### config.mk
export PLATFORM = sky130hd
export DESIGN_NAME = proj_extender_stream
export DESIGN_NICKNAME = d
export VERILOG_FILES = /design/src/rtl/proj_extender_stream.sv
export SDC_FILE = /design/constraint.sdc
export NUM_CORES = 1
export LEC_CHECK = 0
export ABC_AREA = 1
export ABC_CLOCK_PERIOD_IN_PS = 2630
export CELL_PAD_IN_SITES_DETAIL_PLACEMENT = 0
export CELL_PAD_IN_SITES_GLOBAL_PLACEMENT = 1
export CORE_ASPECT_RATIO = 0.6
export CORE_MARGIN = 4
export CORE_UTILIZATION = 37
export DETAILED_ROUTE_END_ITERATION = 8
export GPL_ROUTABILITY_DRIVEN = 0
export GPL_TIMING_DRIVEN = 0
export HOLD_SLACK_MARGIN = 0.03
export PLACE_DENSITY_LB_ADDON = 0.1
export SKIP_CTS_REPAIR_TIMING = 1
export SLEW_MARGIN = 20
export SYNTH_ARGS = -nofsm -noshare
export SYNTH_HDL_FRONTEND = slang
export SYNTH_SLANG_ARGS = --single-unit
### constraint.sdc
create_clock -name clk -period 2.63 [get_ports clk]
set_input_delay 0.526 -clock clk [delete_from_list [all_inputs] [get_ports clk]]
set_output_delay 0.526 -clock clk [all_outputs]
set_load 0.03 [all_outputs]
### src/rtl/proj_extender_stream.sv
// proj_extender_stream
//   Streaming fragment extender placed between the minhash sorter and the GFM
//   stage. A batch of k-mer start indices is accepted, one fragment window is
//   requested from memory per index, and each window is emitted as
//   PART_BASES-wide one-hot parts under valid/ready. Bases that fall outside
//   the reference [0, REF_LEN) are emitted as all-zero pad.
//   Optional feature macro: PROJ_EXTENDER_REVCOMP_EN
//     defined   -> batches latched with in_strand=1 are emitted reverse-complemented
//     undefined -> forward order only; in_strand is ignored
module proj_extender_stream #(
   parameter int FRAG_SIZE         = 16,
   parameter int KMER_SIZE         = 4,
   parameter int INDICES_COUNT     = 4,
   parameter int INDICE_LEN        = 8,
   parameter int SIGNED_INDICE_LEN = 9,
   parameter int PART_BASES        = 4,
   parameter int REF_LEN           = 64,
   parameter int BASE_LEN          = 2,
   parameter int ONE_HOT_LEN       = 4
) (
   input  logic                                  clk,
   input  logic                                  rst,
   input  logic                                  in_valid,
   output logic                                  in_ready,
   input  logic [INDICES_COUNT*INDICE_LEN-1:0]   in_kmer_indices,
   input  logic [$clog2(INDICES_COUNT+1)-1:0]    in_count,
   input  logic                                  in_strand,
   output logic                                  out_fetch_valid,
   output logic [SIGNED_INDICE_LEN-1:0]          out_index,
   input  logic                                  in_frag_valid,
   input  logic [FRAG_SIZE*BASE_LEN-1:0]         in_fragment,
   output logic                                  out_valid,
   input  logic                                  out_ready,
   output logic [PART_BASES*ONE_HOT_LEN-1:0]     out_gfm,
   output logic [$clog2(INDICES_COUNT)-1:0]      out_kmer_idx,
   output logic [$clog2(FRAG_SIZE/PART_BASES)-1:0] out_part_idx,
   output logic                                  out_last,
   output logic                                  out_done
);

   localparam int OFFSET    = (FRAG_SIZE - KMER_SIZE) / 2;
   localparam int NUM_PARTS = FRAG_SIZE / PART_BASES;
   localparam int CNT_W     = $clog2(INDICES_COUNT + 1);
   localparam int SLOT_W    = $clog2(INDICES_COUNT);
   localparam int PART_W    = $clog2(NUM_PARTS);
   localparam int PBITS     = PART_BASES * ONE_HOT_LEN;
   localparam int WIN_W     = FRAG_SIZE * ONE_HOT_LEN;
   localparam int POS_W     = SIGNED_INDICE_LEN + 1;

   localparam logic [1:0] S_IDLE  = 2'd0;
   localparam logic [1:0] S_FETCH = 2'd1;
   localparam logic [1:0] S_EMIT  = 2'd2;
   localparam logic [1:0] S_DONE  = 2'd3;

   // Window start is centred on the k-mer; it may go negative near the left edge.
   function automatic logic [SIGNED_INDICE_LEN-1:0] window_start(input logic [INDICE_LEN-1:0] idx);
      return SIGNED_INDICE_LEN'({1'b0, idx}) - SIGNED_INDICE_LEN'(OFFSET);
   endfunction

   // Converts a packed fragment into the full one-hot window with pad bases zeroed.
   // In reverse mode output base j takes the complement of window base FRAG_SIZE-1-j,
   // and the pad test uses that same source position so padding follows its base.
`ifdef PROJ_EXTENDER_REVCOMP_EN
   function automatic logic [WIN_W-1:0] build_window(input logic [FRAG_SIZE*BASE_LEN-1:0] frag,
                                                     input logic [SIGNED_INDICE_LEN-1:0] start,
                                                     input logic rev);
`else
   function automatic logic [WIN_W-1:0] build_window(input logic [FRAG_SIZE*BASE_LEN-1:0] frag,
                                                     input logic [SIGNED_INDICE_LEN-1:0] start);
`endif
      logic [WIN_W-1:0]        win;
      logic signed [POS_W-1:0] pos;
      logic [BASE_LEN-1:0]     code;
      int                      src;
      win = '0;
      for (int j = 0; j < FRAG_SIZE; j++) begin
`ifdef PROJ_EXTENDER_REVCOMP_EN
         src  = rev ? (FRAG_SIZE - 1 - j) : j;
         code = frag[src*BASE_LEN +: BASE_LEN];
         code = rev ? ~code : code;
`else
         src  = j;
         code = frag[src*BASE_LEN +: BASE_LEN];
`endif
         pos = $signed({start[SIGNED_INDICE_LEN-1], start}) + $signed(POS_W'(src));
         if (pos[POS_W-1] || (pos >= $signed(POS_W'(REF_LEN)))) begin
            win[j*ONE_HOT_LEN +: ONE_HOT_LEN] = '0;
         end else begin
            win[j*ONE_HOT_LEN +: ONE_HOT_LEN] = ONE_HOT_LEN'(1'b1) << code;
         end
      end
      return win;
   endfunction

   logic [1:0]                          state_q, state_d;
   logic [INDICES_COUNT*INDICE_LEN-1:0] indices_q, indices_d;
   logic [CNT_W-1:0]                    count_q, count_d;
   logic [SLOT_W-1:0]                   slot_q, slot_d;
   logic [PART_W-1:0]                   part_q, part_d;
   logic [SIGNED_INDICE_LEN-1:0]        index_q, index_d;
   logic [WIN_W-1:0]                    window_q, window_d;
`ifdef PROJ_EXTENDER_REVCOMP_EN
   logic                                strand_q, strand_d;
`else
   logic                                unused_strand_s;
   assign unused_strand_s = in_strand;
`endif

   logic              last_part_s;
   logic              last_slot_s;
   logic [SLOT_W-1:0] next_slot_s;

   assign last_part_s = (part_q == PART_W'(NUM_PARTS - 1));
   assign last_slot_s = ((CNT_W'(slot_q) + CNT_W'(1'b1)) == count_q);
   assign next_slot_s = slot_q + SLOT_W'(1'b1);

   // Next-state and datapath updates for the batch / fetch / emit sequencer.
   always_comb begin
      state_d   = state_q;
      indices_d = indices_q;
      count_d   = count_q;
      slot_d    = slot_q;
      part_d    = part_q;
      index_d   = index_q;
      window_d  = window_q;
`ifdef PROJ_EXTENDER_REVCOMP_EN
      strand_d  = strand_q;
`endif
      case (state_q)
         S_IDLE: begin
            if (in_valid) begin
               indices_d = in_kmer_indices;
               count_d   = in_count;
               slot_d    = '0;
               part_d    = '0;
               index_d   = window_start(in_kmer_indices[INDICE_LEN-1:0]);
`ifdef PROJ_EXTENDER_REVCOMP_EN
               strand_d  = in_strand;
`endif
               if (in_count == '0) begin
                  state_d = S_DONE;
               end else begin
                  state_d = S_FETCH;
               end
            end else begin
               state_d = S_IDLE;
            end
         end
         S_FETCH: begin
            if (in_frag_valid) begin
`ifdef PROJ_EXTENDER_REVCOMP_EN
               window_d = build_window(in_fragment, index_q, strand_q);
`else
               window_d = build_window(in_fragment, index_q);
`endif
               part_d   = '0;
               state_d  = S_EMIT;
            end else begin
               state_d = S_FETCH;
            end
         end
         S_EMIT: begin
            if (out_ready) begin
               if (last_part_s) begin
                  part_d = '0;
                  if (last_slot_s) begin
                     state_d = S_DONE;
                  end else begin
                     slot_d  = next_slot_s;
                     index_d = window_start(indices_q[next_slot_s*INDICE_LEN +: INDICE_LEN]);
                     state_d = S_FETCH;
                  end
               end else begin
                  part_d = part_q + PART_W'(1'b1);
               end
            end else begin
               state_d = S_EMIT;
            end
         end
         S_DONE: begin
            state_d = S_IDLE;
         end
         default: begin
            state_d = S_IDLE;
         end
      endcase
   end

   // State and datapath registers; reset abandons any batch in flight.
   always_ff @(posedge clk) begin
      if (rst) begin
         state_q   <= S_IDLE;
         indices_q <= '0;
         count_q   <= '0;
         slot_q    <= '0;
         part_q    <= '0;
         index_q   <= '0;
         window_q  <= '0;
`ifdef PROJ_EXTENDER_REVCOMP_EN
         strand_q  <= 1'b0;
`endif
      end else begin
         state_q   <= state_d;
         indices_q <= indices_d;
         count_q   <= count_d;
         slot_q    <= slot_d;
         part_q    <= part_d;
         index_q   <= index_d;
         window_q  <= window_d;
`ifdef PROJ_EXTENDER_REVCOMP_EN
         strand_q  <= strand_d;
`endif
      end
   end

   // All outputs decode directly from registers, so they hold steady under backpressure.
   assign in_ready        = (state_q == S_IDLE);
   assign out_fetch_valid = (state_q == S_FETCH);
   assign out_index       = index_q;
   assign out_valid       = (state_q == S_EMIT);
   assign out_gfm         = (state_q == S_EMIT) ? window_q[part_q*PBITS +: PBITS] : '0;
   assign out_kmer_idx    = slot_q;
   assign out_part_idx    = part_q;
   assign out_last        = (state_q == S_EMIT) && last_part_s && last_slot_s;
   assign out_done        = (state_q == S_DONE);

endmodule
# ---- Word level (Yosys, flattened, before mapping)
# Cells that the tools add are included.
dict set report classes {
  add_sub_neg 20
  mux 38
  n_shift 18
  reduce_logical 26
  n_lt_le_gt_ge 16
  eq_ne 11
}
# operator count
set op_table {}
lappend op_table {{$ge A10 B8 Y1 const B} 15}
lappend op_table {{$add A9 B5 Y10 const B} 8}
lappend op_table {{$mux W4} 16}
lappend op_table {{$shiftx A64 B7 Y16} 1}
lappend op_table {{$shl A1 B2 Y4 const A} 16}
lappend op_table {{$add A9 B4 Y10 const B} 4}
lappend op_table {{$mux W9} 4}
lappend op_table {{$shiftx A32 B6 Y8} 1}
lappend op_table {{$mux W2} 13}
lappend op_table {{$add A9 B3 Y10 const B} 2}
lappend op_table {{$pmux W9 S2} 1}
lappend op_table {{$sub A8 B3 Y9 const B} 2}
lappend op_table {{$logic_or A1 B1 Y1} 16}
lappend op_table {{$mux W16} 1}
lappend op_table {{$add A9 B2 Y10 const B} 1}
lappend op_table {{$ge A9 B8 Y1 const B} 1}
lappend op_table {{$pmux W2 S4} 1}
lappend op_table {{$eq A2 B2 Y1 const B} 3}
lappend op_table {{$ne A2 B1 Y1 const B} 3}
lappend op_table {{$pmux W2 S3} 1}
lappend op_table {{$reduce_and A5 Y1} 1}
lappend op_table {{$add A2 B1 Y2 const B} 2}
lappend op_table {{$ne A2 B2 Y1 const B} 2}
lappend op_table {{$pmux W2 S2} 1}
lappend op_table {{other kinds (11)} 13}
dict set report word_totals {
  regBits 114
  in_bits 73
  wordCells 136
}

# ---- Longest topological paths before layout
dict set report logic_depth {
  word_depth 7
  mapped_depth 15
  mapped_depth_nobuf 13
}

# ---- Worst setup path before layout
# No wires, ideal clock.
dict set report synth_timing {
  kind {flip-flop to output port}
  from {register part_q[1] (netlist: out_part_idx[1])}
  to {output port out_gfm[10]}
  n_path_buf 2
  t_arrival_ns 1.815
  path_slack_ns 0.289
  path_stages_with_launch 7
  path_cell_list {dfxtp_1 clkbuf_1 inv_1 clkbuf_1 nor2_1 o21ai_0 a21oi_1}
}
dict set report synth_between {
  elab_chain_len 2
}
# item line
set synth_lines {}
lappend synth_lines {{start, declared} 99} ;# logic [PART_W-1:0] part_q, part_d;
lappend synth_lines {{start signal, assigned} 207} ;# part_q <= part_d;
lappend synth_lines {{$shiftx A64 B7 Y16} 221} ;# assign out_gfm = (state_q == S_EMIT) ? window_q[part_q*PBITS +: PBITS] : '0;
lappend synth_lines {{$mux W16} 221}
lappend synth_lines {{end, declared} 34} ;# output logic [PART_BASES*ONE_HOT_LEN-1:0] out_gfm,
# No other way between the ends.

# ---- Worst setup path after layout
dict set report layout_timing {
  from {register part_q[1] (netlist: out_part_idx[1])}
  to {output port out_gfm[11]}
}
# The elaborated chain is that of the path after synthesis.

==> impl_results.md <==
* Status: finished, final reports clean
* Type of origin of the critical path: register
* Final Net Count at 1105
* IO Count at 107
* Initial antenna violation count at 0
* Starting density of the core at 38.3%
* CTS root buf: clkbuf_16
* CTS sink count at 114
* Crit Path Class: reg -> out
* Most frequent cells in the layout: nand2_1 (159), a21oi_1 (128), nor2_1 (126)
* Hold path depth at 2
* Clk_skew at 0.0122 ns
* Peak Freq at 386 MHz
* # DRC at 0
* Final period utilization at 98.6%
* Syn nets at 982
* R2R setup slack at 0.42 ns
* Clock Pin Slew Worst Setup and Hold Paths at 0.06 ns
* WL/cell at 17.7 um
* Die W at 172 um
* R2R Path End: out_index[5]$_SDFFE_PP0P_
* Cell count after synthesis at 906
* Total grt overflow at 0
* Yosys reg bits at 114
* Critical Path End Type: output pin
* Synth top area share at 38.3%
* Die footprint at 18300 sq um
* Post-route cell area at 7840 sq um
* CTS Buf Count at 17
* Number of H-tree levels at 4
* Slew @ Worst Pin at 0.991 ns
* Final HPWL DP at 17.1 mm
* Crit path to: out_gfm[11]
* Crit path launch: out_part_idx[1]$_SDFFE_PP0P_
* Crit path cell chain: buf_4 > clkinvlp_4 > clkbuf_4 > nor2_1 > o21ai_2 > a21oi_1 > dlymetal6s2s_1
* Largest net degree at the start of global routing at 17
* Slowest stage cell, crit path: dfxtp_1
* Crit path max fanout at 10
* Routed Antenna Nets at 0
* Drt first-iter violations at 645
* Worst VDD drop at 0.000419 V
* Max Slew Vio Count at 0
* Mapped Area at 5960 sq um
* Setup_tns at 0 ns
* Finished Core Util at 50.5%
* Register area share after synthesis at 38.3%
* # fillers at 1609
* Final wirelength at 22.1 mm
* IO buf count at 104
* Total GRT Usage at 24.0%
* Area Overhead vs Synth at 31.6%
* Most common cell after layout, fill and taps aside: nand2_1
* Worst-case clock buffer depth at 2
* Synth warn at 0
* Instance count on the critical path at 7
* RSZ-0062 raised after global routing: yes
* Ranking of synthesized cells by area: dfxtp_1 (38%), a21oi_1 (11%), nand2_1 (10%)
* Global-route wire length before repair at 33.4 mm
* Crit path arrival time at 2.07 ns
* Placed instance area at 7250 sq um
* Slowest stage delay, CP at 0.36 ns
* Via-per-instance ratio at 5.24
* Req. time, crit path at 2.10 ns
* Top cell family by delay on the critical path: buffers and inverters
* Drt pass-1 iters at 5
* Syn Area/Cell at 6.58 sq um
* DR vias at 6528
* Vias in the first global route at 5841
* Minimum clock period at 2.59 ns
* Area leader, netlist: dfxtp_1
* Path depth of the worst reg2reg path at 12
* Hold WC Path Type: reg -> reg
* Final setup violating endpoints at 0
* Core Rows at 35
* Share of cells above drive strength 1 at 10.1%
* Worst skew pair latency at 0.42 ns
* Max cap viols at 0
* Final hold violation count at 0
* TritonCTS clock tree: built
* FF-to-FF Start: out_kmer_idx[1]$_SDFFE_PP0P_
* WHS at 0.452 ns
* Pwr dens at 754 nW/um^2
* Max-slew headroom at 33.3%
* Unique masters post-synth at 39
* P_leak at 0.00317 uW
* Die height at 106 um
* Core Area at 15500 sq um
* Worst path bufs/invs at 4
-- synth_stat cells --
master / instances
nand2_1: 159
a21oi_1: 128
nor2_1: 126
dfxtp_1: 114
o21ai_0: 85
inv_1: 82
nand4_1: 52
clkbuf_1: 36
nand3_1: 31
o21ai_1: 14
inv_2: 12
buf_2: 7
nor3_1: 7
nand2_2: 6
buf_4: 5
nor2_2: 5
xor2_1: 5
ha_1: 3
nor2_4: 3
o211ai_1: 3
a211oi_1: 2
a31oi_1: 2
buf_1: 2
o31ai_1: 2
a21oi_2: 1
and2_1: 1
buf_6: 1
nand2_4: 1
nand3b_1: 1
nor3_2: 1
nor3b_2: 1
nor4_1: 1
nor4_4: 1
o22ai_1: 1
o31a_1: 1
or2_0: 1
or2_1: 1
or2_2: 1
xnor2_1: 1
-- how the worst min path moves through the flow --
stage / end / start
floorplan: indices_q[1]$_SDFFE_PP0P_ / indices_q[1]$_SDFFE_PP0P_
global placement: indices_q[18]$_SDFFE_PP0P_ / indices_q[18]$_SDFFE_PP0P_
detailed placement: indices_q[4]$_SDFFE_PP0P_ / indices_q[4]$_SDFFE_PP0P_
CTS: indices_q[29]$_SDFFE_PP0P_ / indices_q[29]$_SDFFE_PP0P_
global route: indices_q[20]$_SDFFE_PP0P_ / indices_q[20]$_SDFFE_PP0P_
finish: indices_q[7]$_SDFFE_PP0P_ / indices_q[7]$_SDFFE_PP0P_
-- metrics by stage --
stage | worst slack, ns | cells | total power [uW]
2_1_floorplan | 0.289 | 906 | 2960
3_3_place_gp | -0.448 | 1213 | 3580
3_5_place_dp | -0.419 | 1213 | 3580
4_1_cts | -0.872 | 1245 | 5890
5_1_grt | -0.0970 | 1245 | 6180
6_report | 0.0377 | 1246 | 5910
-- flip-flops by register name (all words and copies together) (netlist names) --
signal,flops
state_q,2
window_q,64
out_part_idx,2
out_index,9
out_kmer_idx,2
indices_q,32
count_q,3
-- cell families (layout without fill, tap and decap cells) --
kind of cell | after synthesis | after routing | synth area share [%]
DFF | 114 | 114 | 38.3
adders and majority gates | 3 | 3 | 0.630
and+or+nand+nor | 399 | 399 | 29.9
buffers and inverters | 145 | 281 | 9.72
xor gates and xnor gates | 6 | 6 | 0.882
AOI/OAI and AO/OA | 239 | 239 | 20.6
other | 0 | 1 | 0
-- report_power, final --
| group | switching [uW] | internal (uW) | total, uW |
|---|---|---|---|
| registers | 104 | 1860 | 1960 |
| logic | 1100 | 533 | 1640 |
| clock network | 897 | 1420 | 2310 |
| total | 2100 | 3810 | 5910 |
-- worst register-to-register path, stage by stage (launching register included) --
cell and delay [ns]:
dfxtp_1 0.34, ha_2 0.44, buf_2 0.29, nand3_1 0.11
nand2_1 0.08, nand2_1 0.04, nand2_1 0.17, ha_1 0.18
inv_1 0.05, nand2_1 0.11, nor2_2 0.07, nor2_1 0.12
a21oi_1 0.08
-- layer usage --
metal  part of all wire [%]  vias to the layer above  track usage (%)  routed length [um]
met2                     35                      230             28.6                7710
met4                   0.80                        0             5.66                 176
li1                       -                     3281                -                   -
met1                     54                     3001             40.0               12000
met5                      0                        -                0                   0
met3                    9.9                       16             6.76                2190
-- area by class of cell --
cell class	instances	area [sq um]	area share (%)
antenna	1	2.50	0.0319
buffer	50	246	3.14
sequential	114	2280	29.1
clock buffer	19	443	5.65
multi-input combinational	647	3120	39.8
timing repair buffer	105	1010	12.8
tap	203	254	3.24
inverter	94	357	4.55
clock inverter	13	135	1.72
No activity file was read; power rests on OpenSTA's default activity.
